## config.mk

```make
export PLATFORM = sky130hd
export DESIGN_NAME = switch_node_radix
export DESIGN_NICKNAME = d
export VERILOG_FILES = /design/src/rtl/switch_node_pkg.sv /design/src/rtl/switch_node_radix_fifo.sv /design/src/rtl/switch_node_radix.sv
export SDC_FILE = /design/constraint.sdc
export NUM_CORES = 1
export LEC_CHECK = 0
export ABC_CLOCK_PERIOD_IN_PS = 4700
export CAP_MARGIN = 30
export CORE_MARGIN = 1.5
export CORE_UTILIZATION = 39
export CTS_CLUSTER_SIZE = 20
export DETAILED_ROUTE_END_ITERATION = 12
export GPL_TIMING_DRIVEN = 0
export PLACE_DENSITY = 0.65
export SETUP_SLACK_MARGIN = 0.15
export SYNTH_ARGS = -nofsm -noshare
export SYNTH_HDL_FRONTEND = slang
export SYNTH_SLANG_ARGS = --single-unit
```

## constraint.sdc

```tcl
create_clock -name clk -period 4.7 [get_ports clk]
set_input_delay 0.94 -clock clk [delete_from_list [all_inputs] [get_ports clk]]
set_output_delay 0.94 -clock clk [all_outputs]
set_load 0.01 [all_outputs]
```

## src/rtl/switch_node_pkg.sv

```systemverilog
// Shared types and route-field helpers for the radix-N butterfly switch node.
// Route helpers work on routes up to 32 bits wide.
package switch_node_pkg;

  localparam int TYPE_W = 2;

  typedef enum logic [1:0] {
    FT_BODY   = 2'b00,
    FT_HEAD   = 2'b01,
    FT_TAIL   = 2'b10,
    FT_SINGLE = 2'b11
  } flit_type_e;

  function automatic int route_lsb(
    input int cw,
    input int d,
    input int stages
  );
    return cw - TYPE_W - d * stages;
  endfunction

  function automatic logic [31:0] route_digit(
    input logic [31:0] route,
    input int          d,
    input int          stages
  );
    logic [31:0] m;
    m = (32'd1 << d) - 32'd1;
    return (route >> (d * (stages - 1))) & m;
  endfunction

  // Move the consumed top digit to the bottom for the next stage.
  function automatic logic [31:0] route_rotate(
    input logic [31:0] route,
    input int          d,
    input int          stages
  );
    int          rw;
    logic [31:0] m;
    rw = d * stages;
    m  = (rw >= 32) ? '1 : ((32'd1 << rw) - 32'd1);
    return ((route << d) | (route >> (rw - d))) & m;
  endfunction

endpackage

```

## src/rtl/switch_node_radix_fifo.sv

```systemverilog
// sn_fifo: synchronous FIFO with registered occupancy count.
// dout shows the head entry while not empty.
module sn_fifo #(
  parameter int DEPTH = 4,
  parameter int WIDTH = 18
) (
  input  logic             clk,
  input  logic             rst_n,
  input  logic             push,
  input  logic [WIDTH-1:0] din,
  input  logic             pop,
  output logic [WIDTH-1:0] dout,
  output logic             full,
  output logic             empty
);

  localparam int AW = $clog2(DEPTH);

  logic [WIDTH-1:0] mem [DEPTH];
  logic [AW-1:0]    wr_ptr;
  logic [AW-1:0]    rd_ptr;
  logic [AW:0]      count;
  logic             do_push;
  logic             do_pop;

  assign full    = (count == (AW+1)'(DEPTH));
  assign empty   = (count == '0);
  assign do_push = push & ~full;
  assign do_pop  = pop & ~empty;
  assign dout    = mem[rd_ptr];

  always_ff @(posedge clk or negedge rst_n) begin
    if (!rst_n) begin
      wr_ptr <= '0;
      rd_ptr <= '0;
      count  <= '0;
    end else begin
      if (do_push) wr_ptr <= wr_ptr + AW'(1);
      if (do_pop)  rd_ptr <= rd_ptr + AW'(1);
      unique case ({do_push, do_pop})
        2'b10:   count <= count + (AW+1)'(1);
        2'b01:   count <= count - (AW+1)'(1);
        default: count <= count;
      endcase
    end
  end

  always_ff @(posedge clk) begin
    if (do_push) mem[wr_ptr] <= din;
  end

endmodule

```

## src/rtl/switch_node_radix.sv

```systemverilog
// Radix-N butterfly switch node: input FIFOs, wormhole-locked RR arbiters.
// SWITCH_NODE_RADIX_PERF_EN adds per-output flit/stall counters.
module switch_node_radix
  import switch_node_pkg::*;
#(
  parameter int RADIX         = 4,
  parameter int CHANNEL_WIDTH = 18,
  parameter int STAGES        = 3,
  parameter int FIFO_DEPTH    = 4
) (
  input  logic                                  clk,
  input  logic                                  rst_n,
  input  logic [RADIX-1:0]                      in_valid,
  output logic [RADIX-1:0]                      in_ready,
  input  logic [RADIX-1:0][CHANNEL_WIDTH-1:0]   in_data,
  output logic [RADIX-1:0]                      out_valid,
  input  logic [RADIX-1:0]                      out_ready,
  output logic [RADIX-1:0][CHANNEL_WIDTH-1:0]   out_data
`ifdef SWITCH_NODE_RADIX_PERF_EN
  ,
  output logic [RADIX-1:0][31:0]                perf_flit_cnt,
  output logic [RADIX-1:0][31:0]                perf_stall_cnt
`endif
);

  localparam int CW      = CHANNEL_WIDTH;
  localparam int D       = $clog2(RADIX);
  localparam int ROUTE_W = STAGES * D;
  localparam int RL      = route_lsb(CW, D, STAGES);

  logic [RADIX-1:0]          push;
  logic [RADIX-1:0]          pop;
  logic [RADIX-1:0]          full;
  logic [RADIX-1:0]          empty;
  logic [RADIX-1:0][CW-1:0]  fq;
  logic [RADIX-1:0][CW-1:0]  fmod;
  logic [RADIX-1:0][D-1:0]   digit;
  logic [RADIX-1:0]          hdr;
  logic [RADIX-1:0]          in_locked;
  logic [RADIX-1:0][RADIX-1:0] req;

  logic [RADIX-1:0]          lock_vld;
  logic [RADIX-1:0][D-1:0]   lock_in;
  logic [RADIX-1:0][D-1:0]   rr_ptr;

  logic [RADIX-1:0]          load;
  logic [RADIX-1:0]          xfer;
  logic [RADIX-1:0]          gnt_vld;
  logic [RADIX-1:0][D-1:0]   gnt_idx;
  flit_type_e                gtype [RADIX];

  assign in_ready = ~full;
  assign push     = in_valid & ~full;

  for (genvar i = 0; i < RADIX; i++) begin : g_in
    sn_fifo #(
      .DEPTH (FIFO_DEPTH),
      .WIDTH (CW)
    ) u_fifo (
      .clk   (clk),
      .rst_n (rst_n),
      .push  (push[i]),
      .din   (in_data[i]),
      .pop   (pop[i]),
      .dout  (fq[i]),
      .full  (full[i]),
      .empty (empty[i])
    );
  end

  always_comb begin
    hdr   = '0;
    digit = '0;
    fmod  = fq;
    for (int i = 0; i < RADIX; i++) begin
      hdr[i] = (flit_type_e'(fq[i][CW-1 -: TYPE_W]) == FT_HEAD) ||
               (flit_type_e'(fq[i][CW-1 -: TYPE_W]) == FT_SINGLE);
      digit[i] = D'(route_digit(32'(fq[i][RL +: ROUTE_W]), D, STAGES));
      if (hdr[i]) begin
        fmod[i][RL +: ROUTE_W] =
          ROUTE_W'(route_rotate(32'(fq[i][RL +: ROUTE_W]), D, STAGES));
      end
    end
  end

  // An input holding a lock may only talk to its locked output.
  always_comb begin
    in_locked = '0;
    req       = '0;
    for (int i = 0; i < RADIX; i++) begin
      for (int o = 0; o < RADIX; o++) begin
        if (lock_vld[o] && lock_in[o] == D'(i)) in_locked[i] = 1'b1;
      end
    end
    for (int o = 0; o < RADIX; o++) begin
      for (int i = 0; i < RADIX; i++) begin
        if (!empty[i]) begin
          if (in_locked[i])
            req[o][i] = lock_vld[o] && (lock_in[o] == D'(i));
          else
            req[o][i] = hdr[i] && (digit[i] == D'(o)) && !lock_vld[o];
        end
      end
    end
  end

  always_comb begin
    logic [D-1:0] idx;
    idx     = '0;
    load    = '0;
    xfer    = '0;
    gnt_vld = '0;
    gnt_idx = '0;
    pop     = '0;
    for (int o = 0; o < RADIX; o++) begin
      load[o] = ~out_valid[o] | out_ready[o];
      for (int k = 0; k < RADIX; k++) begin
        idx = rr_ptr[o] + D'(k);
        if (!gnt_vld[o] && req[o][idx]) begin
          gnt_vld[o] = 1'b1;
          gnt_idx[o] = idx;
        end
      end
      xfer[o] = load[o] & gnt_vld[o];
      if (xfer[o]) pop[gnt_idx[o]] = 1'b1;
      gtype[o] = flit_type_e'(fq[gnt_idx[o]][CW-1 -: TYPE_W]);
    end
  end

  always_ff @(posedge clk or negedge rst_n) begin
    if (!rst_n) begin
      out_valid <= '0;
      out_data  <= '0;
      lock_vld  <= '0;
      lock_in   <= '0;
      rr_ptr    <= '0;
    end else begin
      for (int o = 0; o < RADIX; o++) begin
        if (load[o]) out_valid[o] <= gnt_vld[o];
        if (xfer[o]) begin
          out_data[o] <= fmod[gnt_idx[o]];
          unique case (gtype[o])
            FT_HEAD: begin
              lock_vld[o] <= 1'b1;
              lock_in[o]  <= gnt_idx[o];
            end
            FT_TAIL, FT_SINGLE: begin
              lock_vld[o] <= 1'b0;
              rr_ptr[o]   <= gnt_idx[o] + D'(1);
            end
            default: ;
          endcase
        end
      end
    end
  end

`ifdef SWITCH_NODE_RADIX_PERF_EN
  always_ff @(posedge clk or negedge rst_n) begin
    if (!rst_n) begin
      perf_flit_cnt  <= '0;
      perf_stall_cnt <= '0;
    end else begin
      for (int o = 0; o < RADIX; o++) begin
        if (out_valid[o] && out_ready[o] && perf_flit_cnt[o] != '1)
          perf_flit_cnt[o] <= perf_flit_cnt[o] + 32'd1;
        if (out_valid[o] && !out_ready[o] && perf_stall_cnt[o] != '1)
          perf_stall_cnt[o] <= perf_stall_cnt[o] + 32'd1;
      end
    end
  end
`endif

endmodule

```

==> results.yml <==
finish:
  drive_above_1_share: 0.217
  area_growth_syn_to_layout_pct: 23.5
  multi_input_area_um2: 7110
  n_antenna_cell: 0
  seqCellArea_um2: 11800
  post-route-util: 0.486
  layoutNonFillerInstCount: 2298
  nets: 1724
  fillers: 4285
setup_path:
  worstSetupEndpoint: "g_in[1].u_fifo.count[2]$_DFFE_PN0P_"
  worst_r2r_path_depth: 19
  crit_fanout: 5
  worstSetupPathType: "reg2reg"
  worstPathRequired_ns: 5.18
  crit_path_start: "g_in[0].u_fifo.rd_ptr[0]$_DFFE_PN0P_"
  endpoint_kind: "flip-flop"
  cp.arrival_ns: 4.97
  startpoint_type: "flip-flop"
  r2r-end: "g_in[1].u_fifo.count[2]$_DFFE_PN0P_"
  worstReg2RegStart: "g_in[0].u_fifo.rd_ptr[0]$_DFFE_PN0P_"
  r2r_slack_ns: 0.22
clock_tree:
  cts_tree: "built"
  cts_max_level: 2
  cts_root_buffer: "clkbuf_16"
  clock_latency_ns: 0.56
  cts_made_buffers: 42
  cts.clk_slew.worst_paths_ns: 0.06
  clock_path_buffers: 3
  holdBufCountCts: 0
  cts_sinks: 412
global_route:
  grt_pass1_wl_um: 76900
  grtUsageTotal: 0.206
  grt_max_degree: 64
  antenna_found_initial: 1
  grt_overflow: 0
  grt_pass1_vias: 12427
logic_synthesis:
  synth_area_leaders: "edfxtp_1, dfrtp_1, mux4_2, mux2_2, mux2i_1"
  yosys.area.top_type: "edfxtp_1"
  yosysTopAreaCellShare: 0.451
  synthCells: 1353
  ys_types: 67
  synth_fp_nets: 1475
  avgSynthCellArea_um2: 14.2
  synth_edf_count: 288
  seq_area_frac_synth: 0.612
  synth_flop_cell: "edfxtp_1"
  ys_ff_latch: 412
  synth_warnings: 0
  async_flop_share: 0.301
  syn-cell-area_um2: 19200
detailed_routing:
  drt-total-wl_um: 52100
  firstDrtPassIters: 7
  drc: 0
  routed_via_density: 5.35
  routedWlPerCell_um: 22.7
  vias: 12294
  postRouteAntennaNets: 0
  drtIter0Drc: 1103
timing:
  drv_slew: 0
  maxSlewHeadroom: 0.370
  max_freq_ghz: 0.223
  finalHoldViolations: 0
  worst_pin_slew_ns: 0.944
  finalSetupViolations: 0
  setup-tns-final_ns: 0
  fin_crit_sh: 0.954
  clock_skew_ns: 0.0217
  rsz0062_at_grt: "yes"
  period_minus_slack_ns: 4.48
place:
  gp_congestion: 0.919
  place.port_buffers: 161
  hpwl_um: 38400
  dp.cells: 2187
die:
  core_area_um2: 48700
  fp.dieH_um: 225
  start_util: 0.394
  die_w_um: 225
  dieArea_um2: 50500
  io_pins: 162
  core.rowCount: 81
min_path:
  hp-class: "in2async"
job:
  drv_cap: 0
outcome:
  status: "finished, final reports clean"
-- area by class of cell --
| type | count | share of cell area |
|---|---|---|
| buffer | 69 | 0.0165 |
| multi-input combinational | 825 | 0.300 |
| tap | 664 | 0.0351 |
| inverter | 46 | 0.00782 |
| clock inverter | 24 | 0.00760 |
| clock buffer | 52 | 0.0473 |
| timing repair buffer | 206 | 0.0897 |
| sequential | 412 | 0.496 |
-- Yosys cell counts (2+ instances only) --
cell type / instances
buf_2: 19
mux2i_1: 88
nand2b_1: 12
nor3b_1: 3
mux2_4: 2
nand2_1: 142
xor2_1: 12
nand4_1: 4
o21bai_1: 2
edfxtp_1: 288
o32a_1: 5
a22oi_1: 9
o41ai_1: 2
buf_6: 3
and2_1: 7
nor2_1: 44
a21oi_1: 39
dfrtp_1: 124
and3_1: 16
clkbuf_1: 42
inv_1: 45
a21o_1: 2
nand3_1: 18
ha_1: 36
o21ai_0: 129
nor3_1: 8
o22ai_1: 2
a31oi_1: 3
xnor2_1: 12
mux4_2: 72
nor2b_1: 3
nand3b_1: 10
or2_2: 5
or4b_1: 2
fa_1: 4
o31a_1: 2
o21ai_1: 5
nand4b_1: 2
buf_1: 4
o32ai_1: 2
mux2_2: 96
or3b_2: 2
or3_1: 2
-- what timing repair did --
item / 4_1_cts / 5_1_grt
pin swaps: 7 / 24
buffers inserted: 15 / 15
gates resized for setup: 40 / 50
cloned: 0 / 1
endpoints found under the setup margin: 18 / 7
-- worst min path at each step --
stage | startpoint | endpoint | slack (ns) | cells after the start
floorplan | g_in[2].u_fifo.count[2]$_DFFE_PN0P_ | g_in[2].u_fifo.count[2]$_DFFE_PN0P_ | 0.46 | 1
global placement | out_data[35]$_DFFE_PN0N_ | out_data[35]$_DFFE_PN0N_ | 0.47 | 1
detailed placement | out_data[64]$_DFFE_PN0P_ | out_data[64]$_DFFE_PN0P_ | 0.47 | 2
CTS | rst_n | out_data[66]$_DFFE_PN0P_ | 0.39 | 1
global route | rst_n | out_data[66]$_DFFE_PN0P_ | 0.42 | 1
finish | rst_n | out_data[66]$_DFFE_PN0P_ | 0.36 | 1
-- cell usage in the layout, fill, tap and decap left out, types with 5 or more instances in the layout --
master             n
and2_1             7
or2_2              5
nand2b_1          11
and3_1            16
mux2_2            96
a21oi_1           35
dfrtp_1          124
buf_4             37
clkinv_2           6
clkbuf_4           5
nor2_1            43
xnor2_1           12
clkbuf_16         46
a22oi_1            7
clkbuf_2           6
clkbuf_1          39
mux4_2            72
buf_2             11
o32a_1             5
clkdlybuf4s50_1  160
mux2i_1           88
edfxtp_1         288
ha_1              31
xor2_1            11
o21ai_0          127
buf_6              6
nand2_1          141
buf_8              6
clkinv_1           9
nand3_1           18
nand3b_1          10
nor3_1             7
inv_1             41
-- per-stage QoR --
step,hold WS (ns),setup slack (ns),cell area [µm²]
floorplan,0.464,0.307,19200
global placement,0.465,-2.46,21600
detailed placement,0.474,-0.856,21800
CTS,0.389,0.116,23300
global route,0.417,0.0590,23700
finish,0.364,0.216,23700
-- metal layers --
metal,vias up,track usage,share of wire
li1,5584,-,-
met1,6198,0.269,0.41
met2,407,0.341,0.49
met3,105,0.0455,0.065
met4,0,0.0688,0.033
met5,-,0,0
-- worst max-delay path, stage by stage (launching register included) --
cell	delay [ns]
dfrtp_1	0.39
buf_8	0.11
mux4_2	0.56
or4b_4	0.53
o31a_1	0.35
buf_6	0.14
nor2_4	0.12
a21oi_2	0.07
o311a_4	0.40
buf_12	0.15
clkinv_8	0.04
ha_4	0.11
a22oi_2	0.06
a21oi_2	0.22
ha_2	0.23
inv_2	0.05
fa_2	0.40
xor2_2	0.19
nor2_2	0.12
xor2_1	0.14
-- flip-flops by register name, indices dropped and copies added, names as in the netlist --
signal / count
out_data: 72
g_in.u_fifo.wr_ptr: 8
lock_vld: 4
g_in.u_fifo.rd_ptr: 8
g_in.u_fifo.mem: 288
rr_ptr: 8
out_valid: 4
g_in.u_fifo.count: 12
lock_in: 8
-- cells by family (layout without fill, tap and decap cells) --
family | after synthesis | in the layout | synth area share
AOI/OAI and AO/OA | 216 | 216 | 0.0647
xor gates and xnor gates | 24 | 24 | 0.0110
adders and majority gates | 40 | 40 | 0.0276
buffers and inverters | 116 | 397 | 0.0254
DFF | 412 | 412 | 0.612
muxes | 258 | 258 | 0.188
and+or+nand+nor | 287 | 287 | 0.0706
Power is left out: the tool's default activity adds up to more than one toggle a clock period on the data nets, which glitch-free logic cannot reach.
